`src/rtl/mips_pipe_pkg.sv`:
```
// Shared types and constants for the five-stage MIPS pipeline.
package mips_pipe_pkg;

  localparam int unsigned XLEN    = 32;
  localparam int unsigned JT_W    = 26;
  localparam int unsigned PCSRC_W = 3;

  typedef enum logic [PCSRC_W-1:0] {
    PCSRC_SEQ   = 3'b000,
    PCSRC_BR    = 3'b001,
    PCSRC_J     = 3'b010,
    PCSRC_JR    = 3'b011,
    PCSRC_ILLOP = 3'b100,
    PCSRC_XADR  = 3'b101
  } pcsrc_e;

  localparam logic [XLEN-1:0] NOP_INSTR    = 32'h0000_0000;
  localparam logic [XLEN-1:0] DEF_RESET_PC = 32'h8000_0000;
  localparam logic [XLEN-1:0] DEF_ILLOP_PC = 32'h8000_0004;
  localparam logic [XLEN-1:0] DEF_XADR_PC  = 32'h8000_0008;

  typedef struct packed {
    logic [XLEN-1:0] instr;
    logic [XLEN-1:0] pc_plus4;
    logic            valid;
  } ifid_t;

  // Supervisor bit is sticky across increments; the low 31 bits wrap.
  function automatic logic [XLEN-1:0] pc_inc(input logic [XLEN-1:0] pc);
    return {pc[XLEN-1], pc[XLEN-2:0] + (XLEN-1)'(4)};
  endfunction

endpackage

```
`src/rtl/fetch_ifid_stage_next_pc_sel.sv`:
```
// Combinational next-PC priority mux and IF/ID flush/hold decode.
module next_pc_sel
  import mips_pipe_pkg::*;
#(
  parameter logic [XLEN-1:0] ILLOP_PC = DEF_ILLOP_PC,
  parameter logic [XLEN-1:0] XADR_PC  = DEF_XADR_PC
) (
  input  logic [XLEN-1:0]    pc,
  input  logic [3:0]         ifid_pc_hi,
  input  logic               ifid_valid,
  input  logic               stall,
  input  logic [PCSRC_W-1:0] id_pcsrc,
  input  logic [JT_W-1:0]    id_jt,
  input  logic [XLEN-1:0]    id_jr_target,
  input  logic               ex_br_taken,
  input  logic [XLEN-1:0]    ex_br_target,
  output logic [XLEN-1:0]    next_pc_c,
  output logic               flush_c,
  output logic               hold_c
);

  // A stalled decode stage cannot act on its PCSrc, so stall masks it.
  always_comb begin
    next_pc_c = pc_inc(pc);
    flush_c   = 1'b0;
    hold_c    = 1'b0;
    if (ex_br_taken) begin
      next_pc_c = ex_br_target;
      flush_c   = 1'b1;
    end else if (stall) begin
      next_pc_c = pc;
      hold_c    = 1'b1;
    end else if (ifid_valid) begin
      case (id_pcsrc)
        PCSRC_ILLOP: begin
          next_pc_c = ILLOP_PC;
          flush_c   = 1'b1;
        end
        PCSRC_XADR: begin
          next_pc_c = XADR_PC;
          flush_c   = 1'b1;
        end
        PCSRC_J: begin
          next_pc_c = {ifid_pc_hi, id_jt, 2'b00};
          flush_c   = 1'b1;
        end
        PCSRC_JR: begin
          next_pc_c = id_jr_target;
          flush_c   = 1'b1;
        end
        default: ;
      endcase
    end
  end

endmodule

```
`src/rtl/fetch_ifid_stage.sv`:
```
// Instruction-fetch stage: PC register, imem drive and IF/ID pipeline register.
// Optional FETCH_PERF_CNT_EN adds fetch/stall/flush performance counters.
module fetch_ifid_stage
  import mips_pipe_pkg::*;
#(
  parameter logic [XLEN-1:0] RESET_PC = DEF_RESET_PC,
  parameter logic [XLEN-1:0] ILLOP_PC = DEF_ILLOP_PC,
  parameter logic [XLEN-1:0] XADR_PC  = DEF_XADR_PC
) (
  input  logic               clk,
  input  logic               reset,
  output logic [XLEN-1:0]    imem_addr,
  input  logic [XLEN-1:0]    imem_data,
  input  logic               stall,
  input  logic [PCSRC_W-1:0] id_pcsrc,
  input  logic [JT_W-1:0]    id_jt,
  input  logic [XLEN-1:0]    id_jr_target,
  input  logic               ex_br_taken,
  input  logic [XLEN-1:0]    ex_br_target,
  output logic [XLEN-1:0]    ifid_instr,
  output logic [XLEN-1:0]    ifid_pc_plus4,
  output logic               ifid_valid,
  output logic               pc_sv
`ifdef FETCH_PERF_CNT_EN
  ,
  output logic [XLEN-1:0]    perf_fetch_cnt,
  output logic [XLEN-1:0]    perf_stall_cnt,
  output logic [XLEN-1:0]    perf_flush_cnt
`endif
);

  logic [XLEN-1:0] pc;
  ifid_t           ifid;
  logic [XLEN-1:0] next_pc_c;
  logic [XLEN-1:0] pc_plus4_c;
  logic            flush_c;
  logic            hold_c;

  assign pc_plus4_c = pc_inc(pc);

  next_pc_sel #(
    .ILLOP_PC (ILLOP_PC),
    .XADR_PC  (XADR_PC)
  ) u_next_pc_sel (
    .pc           (pc),
    .ifid_pc_hi   (ifid.pc_plus4[XLEN-1 -: 4]),
    .ifid_valid   (ifid.valid),
    .stall        (stall),
    .id_pcsrc     (id_pcsrc),
    .id_jt        (id_jt),
    .id_jr_target (id_jr_target),
    .ex_br_taken  (ex_br_taken),
    .ex_br_target (ex_br_target),
    .next_pc_c    (next_pc_c),
    .flush_c      (flush_c),
    .hold_c       (hold_c)
  );

  // PC and IF/ID; a flushed slot keeps the discarded fetch's PC+4.
  always_ff @(posedge clk) begin
    if (!reset) begin
      pc   <= RESET_PC;
      ifid <= '{instr: NOP_INSTR, pc_plus4: RESET_PC, valid: 1'b0};
    end else begin
      pc <= next_pc_c;
      if (flush_c) begin
        ifid <= '{instr: NOP_INSTR, pc_plus4: pc_plus4_c, valid: 1'b0};
      end else if (!hold_c) begin
        ifid <= '{instr: imem_data, pc_plus4: pc_plus4_c, valid: 1'b1};
      end
    end
  end

  assign imem_addr     = pc;
  assign ifid_instr    = ifid.instr;
  assign ifid_pc_plus4 = ifid.pc_plus4;
  assign ifid_valid    = ifid.valid;
  assign pc_sv         = ifid.pc_plus4[XLEN-1];

`ifdef FETCH_PERF_CNT_EN
  always_ff @(posedge clk) begin
    if (!reset) begin
      perf_fetch_cnt <= '0;
      perf_stall_cnt <= '0;
      perf_flush_cnt <= '0;
    end else begin
      if (!flush_c && !hold_c) perf_fetch_cnt <= perf_fetch_cnt + XLEN'(1);
      if (hold_c)              perf_stall_cnt <= perf_stall_cnt + XLEN'(1);
      if (flush_c)             perf_flush_cnt <= perf_flush_cnt + XLEN'(1);
    end
  end
`endif

endmodule

```
`config.mk`:
```
export PLATFORM = sky130hd
export DESIGN_NAME = fetch_ifid_stage
export DESIGN_NICKNAME = d
export VERILOG_FILES = /design/src/rtl/mips_pipe_pkg.sv /design/src/rtl/fetch_ifid_stage_next_pc_sel.sv /design/src/rtl/fetch_ifid_stage.sv
export SDC_FILE = /design/constraint.sdc
export NUM_CORES = 1
export LEC_CHECK = 0
export ABC_AREA = 1
export BUFFER_PORTS_ARGS = -buffer_cell sky130_fd_sc_hd__buf_2
export CORE_MARGIN = 3
export CORE_UTILIZATION = 32
export CTS_BUF_LIST = sky130_fd_sc_hd__clkbuf_2
export DETAILED_ROUTE_END_ITERATION = 6
export PLACE_DENSITY_LB_ADDON = 0.2
export SKIP_LAST_GASP = 1
export SLEW_MARGIN = 20
export SYNTH_ARGS = -nofsm -noshare
export SYNTH_HDL_FRONTEND = slang
export SYNTH_SLANG_ARGS = --single-unit
```
`constraint.sdc`:
```
create_clock -name clk -period 1.7 [get_ports clk]
set_input_delay 0.34 -clock clk [delete_from_list [all_inputs] [get_ports clk]]
set_output_delay 0.34 -clock clk [all_outputs]
set_load 0.05 [all_outputs]
```
* Word level (Yosys, flattened, before mapping)
Index checks and enable logic that the tools add are counted.
** Operators by class
- Equal/unequal tests :: 6
- Reductions and logical operators :: 5
- Divide/modulo/power cells :: 0
- Magnitude comparators :: 0
- Add/sub/neg operators :: 1
- Multipliers :: 0
- Multiplexer cells :: 12
- Bitwise logic cells :: 1
- Shift-type cells :: 0
** Operators by type and width (count)
- $pmux 32 s4 :: 1
- $mux 32 :: 3
- $mux 33 :: 2
- $add 31x3->31 const B :: 1
- $eq 3x2->1 const B :: 2
- $eq 3x3->1 const B :: 2
- $mux 1 :: 6
- $reduce_bool 5->1 :: 1
- $reduce_or 4->1 :: 1
- $reduce_and 3->1 :: 1
- $ne 2x1->1 const B :: 1
- $ne 2x2->1 const B :: 1
- $reduce_bool 2->1 :: 1
- $reduce_or 2->1 :: 1
- $not 1->1 :: 1
** Word-level totals
- Bits of input ports :: 129
- Bits in latches :: 0
- Output and inout port bits :: 98
- Memories kept :: 0
- Memory bits (read-only) :: 0
- Bits in writable memories :: 0
- Register bits :: 97
- Logic and storage cells :: 30

* Depth between registers and ports, before layout
- Word-level depth :: 7
- Mapped depth :: 10
- Gate-level depth less buffers :: 10

* Cells and area by module
A second synthesis with hierarchy kept.
** Second synthesis, totals
- Cells, all modules :: 1102
- Area total of the unflattened synthesis :: 6478.7 sq um
** By module, submodules not included
- fetch_ifid_stage :: area each 4170.2 sq um, cells each 592, times used 1, sequential area each 1941.9 sq um
- next_pc_sel :: area each 2308.5 sq um, cells each 510, times used 1, sequential area each 0.0 sq um

* Least setup slack after synthesis
No wires, ideal clock.
- Kind :: register to register
- Start point :: register pc[3], in the netlist imem_addr[3]
- End point :: register pc[26], in the netlist imem_addr[26]
- Path buffers :: 0
- Library setup time :: 0.132 ns
- Cell stages (with the launch flop) :: 11
- Period minus slack after synthesis :: 1.919 ns
- Arrival :: 1.787 ns
- Data required time :: 1.568 ns
- Path slack :: -0.219 ns
- Cells stage by stage :: dfxtp_1 -> ha_1 -> nand2_2 -> nor2_4 -> nand2_4 -> nor2_8 -> nand2_1 -> nand2_1 -> nand3_1 -> nand2_1 -> a21oi_2
** On the way
- Longest elaborated chain between the ends :: 5
** Ends and longest elaborated chain
- from (decl) :: RTL line fetch_ifid_stage.sv:32 : logic [XLEN-1:0] pc;
- from (signal assigned) :: RTL line fetch_ifid_stage.sv:65 : pc <= next_pc_c;
- $add 31x3->31 (*) :: RTL line mips_pipe_pkg.sv:30 : return {pc[XLEN-1], pc[XLEN-2:0] + (XLEN-1)'(4)};
- $pmux 32 s4 :: RTL line fetch_ifid_stage_next_pc_sel.sv:34 : case (id_pcsrc)
- $mux 32 (*) :: RTL line fetch_ifid_stage_next_pc_sel.sv:33 : end else if (ifid_valid) begin
- $mux 32 (*) :: RTL line fetch_ifid_stage_next_pc_sel.sv:30 : end else if (stall) begin
- $mux 32 (*) :: RTL line fetch_ifid_stage_next_pc_sel.sv:27 : if (ex_br_taken) begin
Mark *: on every way between the ends. The rest lies on a longest branch, timed or not. The select of a mux whose other input is x is not followed.
A chain may end at the register's enable or synchronous reset.

* Worst setup path in the final report
- Start point :: register pc[25], in the netlist imem_addr[25]
- End point :: output imem_addr[25]
** RTL lines
- to (decl) :: RTL line fetch_ifid_stage.sv:12 : output logic [XLEN-1:0] imem_addr,
No word-level cell between the ends.

==> qor.csv <==
metric,value,unit
maxCapViolations,0,
synth_seq_area_share,37.0,%
dp_slack,-0.0389,ns
place_inst,1236,
path_buf_inv,1,
grt_max_degree,65,
status,finished clean,
cp_top_family,flip-flops,
hold_violations,0,
skew,0.0281,ns
syn_inst,797,
end_kind,primary output,
num_rows,46,
clock-sinks,97,
fin_area,0.00778,mm²
fin_crit,1.64,ns
drt-initial-drc-count,406,
slowest_delay,0.47,ns
synthDistinctLibCells,36,
dieWidth,134,µm
cts_tree,built,
vdd.ir_drop.worst,0.386,mV
synth_area,0.00525,mm²
drive_above_1_share,32.9,%
routed_via_density,4.83,
tightest_slew,0.301,ns
postPlaceCellArea,0.00688,mm²
hold_path.class,input pin to flop,
post_drt_wl_per_cell,16.0,µm
via_count,6319,
ys.warnings.count,0,
grt_pass1_wl,32300,µm
core,0.0159,mm²
gr-total-overflow,0,
final_nets,1215,
cts_buffers,9,
place.port_buffers,226,
ys_ff_latch,97,
grt_setup_unrepaired,true,
p_leak,3.78,nW
worstSkewPairLatency,0.62,ns
start_util,32.9,%
dr.pass1.iters,7,
htree_levels,3,
antenna_found_initial,2,
critical_path.max_fanout,6,
setup_slack,0.0572,ns
synth-main-ff-cell,dfxtp_1,
postRouteAntennaNets,0,
io_pins,227,
synth.avg_cell_area,6.58,µm²
power_density,711,mW/mm²
grt_pass1_vias,6178,
setup_viol,0,
arrival,1.30,ns
area_delta_synth_final,48.2,%
cts_buffer_depth,2,
instances_no_fill,1307,
wl,20900,µm
finalCritPeriodShare,96.6,%
grtUsageTotal,22.5,%
worstPathCellList,buf_4,
dpl.hpwl,15500,µm
relSlewSlack,79.8,%
critPathLaunchType,flop,
root_buffer,clkbuf_2,
gp_congestion,0.860,
drc,0,
slew_violations,0,
critical_path_class,flop to primary output,
fp.dieArea,0.0180,mm²
clk_pin_slew,0.29,ns
crit_required,1.36,ns
syn_nets,928,
slowest_stage,dfxtp_2,
fmax,609,MHz
die_y,134,µm
async_flop_share,0,%
synth-edff-count,0,
whs,0.0457,ns
-- synth_stat cells, types with 2 or more instances --
library cell / count / area share, %
buf_4: 2 / 0.29
nand3_1: 82 / 7.8
buf_2: 19 / 1.8
nand3_2: 3 / 0.57
a22o_1: 4 / 0.67
ha_1: 2 / 0.48
nand4_1: 5 / 0.60
xor2_1: 7 / 1.2
a21oi_2: 3 / 0.50
clkbuf_1: 19 / 1.4
inv_2: 5 / 0.36
inv_1: 85 / 6.1
dfxtp_1: 97 / 37
a21oi_1: 88 / 8.4
buf_1: 3 / 0.21
o21ai_0: 37 / 3.5
nand2_1: 227 / 16
a2bb2oi_1: 2 / 0.33
nor2_4: 6 / 1.3
o211ai_1: 25 / 3.6
nand2_4: 2 / 0.43
a31oi_1: 6 / 0.72
nor2_2: 9 / 1.1
nand2_2: 6 / 0.72
nor2_1: 41 / 2.9
o21ai_1: 2 / 0.19
-- power breakdown --
part	total, mW	internal, mW	leakage (nW)	switching (mW)
registers	2.54	2.42	0.810	0.115
logic	1.62	0.587	2.89	1.03
clock network	1.37	0.486	0.0819	0.884
-- metrics by stage --
| step | power (mW) | utilization, % | TNS (ns) |
|---|---|---|---|
| global route | 5.80 | 48.8 | -0.102 |
| floorplan | 3.49 | - | 0 |
| CTS | 5.54 | 48.1 | -0.0122 |
| finish | 5.53 | 48.8 | 0 |
| global placement | 4.02 | 43.1 | 0 |
| detailed placement | 4.03 | 43.1 | -0.0907 |
-- final timing paths --
check                                       from                end  slack [ns]  cells past startpoint
worst min register to register    ifid_instr[29]     ifid_instr[29]        0.48                      2
worst max register to register      imem_addr[3]  ifid_pc_plus4[22]        0.08                     10
worst min-delay path            ex_br_target[26]      imem_addr[26]        0.05                      5
worst max-delay path               imem_addr[25]      imem_addr[25]        0.06                      1
-- what timing repair did --
item | in CTS | in global routing
endpoints found under the setup margin | 39 | 43
buffers inserted | 6 | 2
hold buffers | 47 | 0
endpoints found under the hold margin | 47 | 0
gates resized for setup | 64 | 34
-- layout make-up --
cell class | instances | area (µm²)
fillers | 1693 | 8170
multi-input cells | 566 | 2790
repair buffers | 319 | 2240
flip-flops and latches | 97 | 1990
inverters | 91 | 342
well taps | 216 | 270
clock inverters | 7 | 95.1
clock buffers | 9 | 45.0
diodes | 2 | 5.00
-- layer usage --
metal  up-vias  GRT usage (%)  part of all wire (%)
li1       3172              -                     -
met1      2905           27.7                    42
met2       220           38.4                    48
met3        20           6.30                   8.3
met4         2           6.56                   1.5
met5         -              0                 0.033
-- flip-flops by register name, summed over array words and instances (netlist names) --
| signal | cells |
|---|---|
| ifid_instr | 32 |
| ifid_pc_plus4 | 32 |
| ifid_valid | 1 |
| imem_addr | 32 |
-- cells in the final DEF, fill, tap and decap left out, types with 2 or more instances in the layout --
cell type      count
dfxtp_1           67
nor2_4             6
buf_6              7
a21oi_2            3
nand2_2            5
buf_12             8
dfxtp_2           25
diode_2            2
nor2_2            10
clkinv_2           2
a21oi_1           88
buf_2            172
nor2_1            40
buf_8              4
inv_1             85
dfxtp_4            5
a22o_1             4
nand4_1            5
bufinv_16          2
nand3_2            4
dlygate4sd3_1     47
a2bb2oi_1          2
inv_2              5
clkbuf_4          15
nand2_1          227
a31oi_1            6
nand2_4            3
buf_4             66
clkbuf_2           9
o21ai_0           37
clkinv_4           2
xor2_1             7
nand3_1           81
o211ai_1          25
-- kinds of logic (layout without fill, tap and decap cells) --
family / after synthesis / in the layout / share of synthesized area, %
AO/OA/AOI/OAI: 174 / 174 / 19.0
buffers and inverters: 134 / 426 / 10.2
flip-flops: 97 / 97 / 37.0
other: 0 / 2 / 0
AND/OR/NAND/NOR: 383 / 383 / 32.1
XOR/XNOR: 7 / 7 / 1.17
adder cells (fa/ha/maj): 2 / 2 / 0.477
Power figures use the tool's default switching activity.
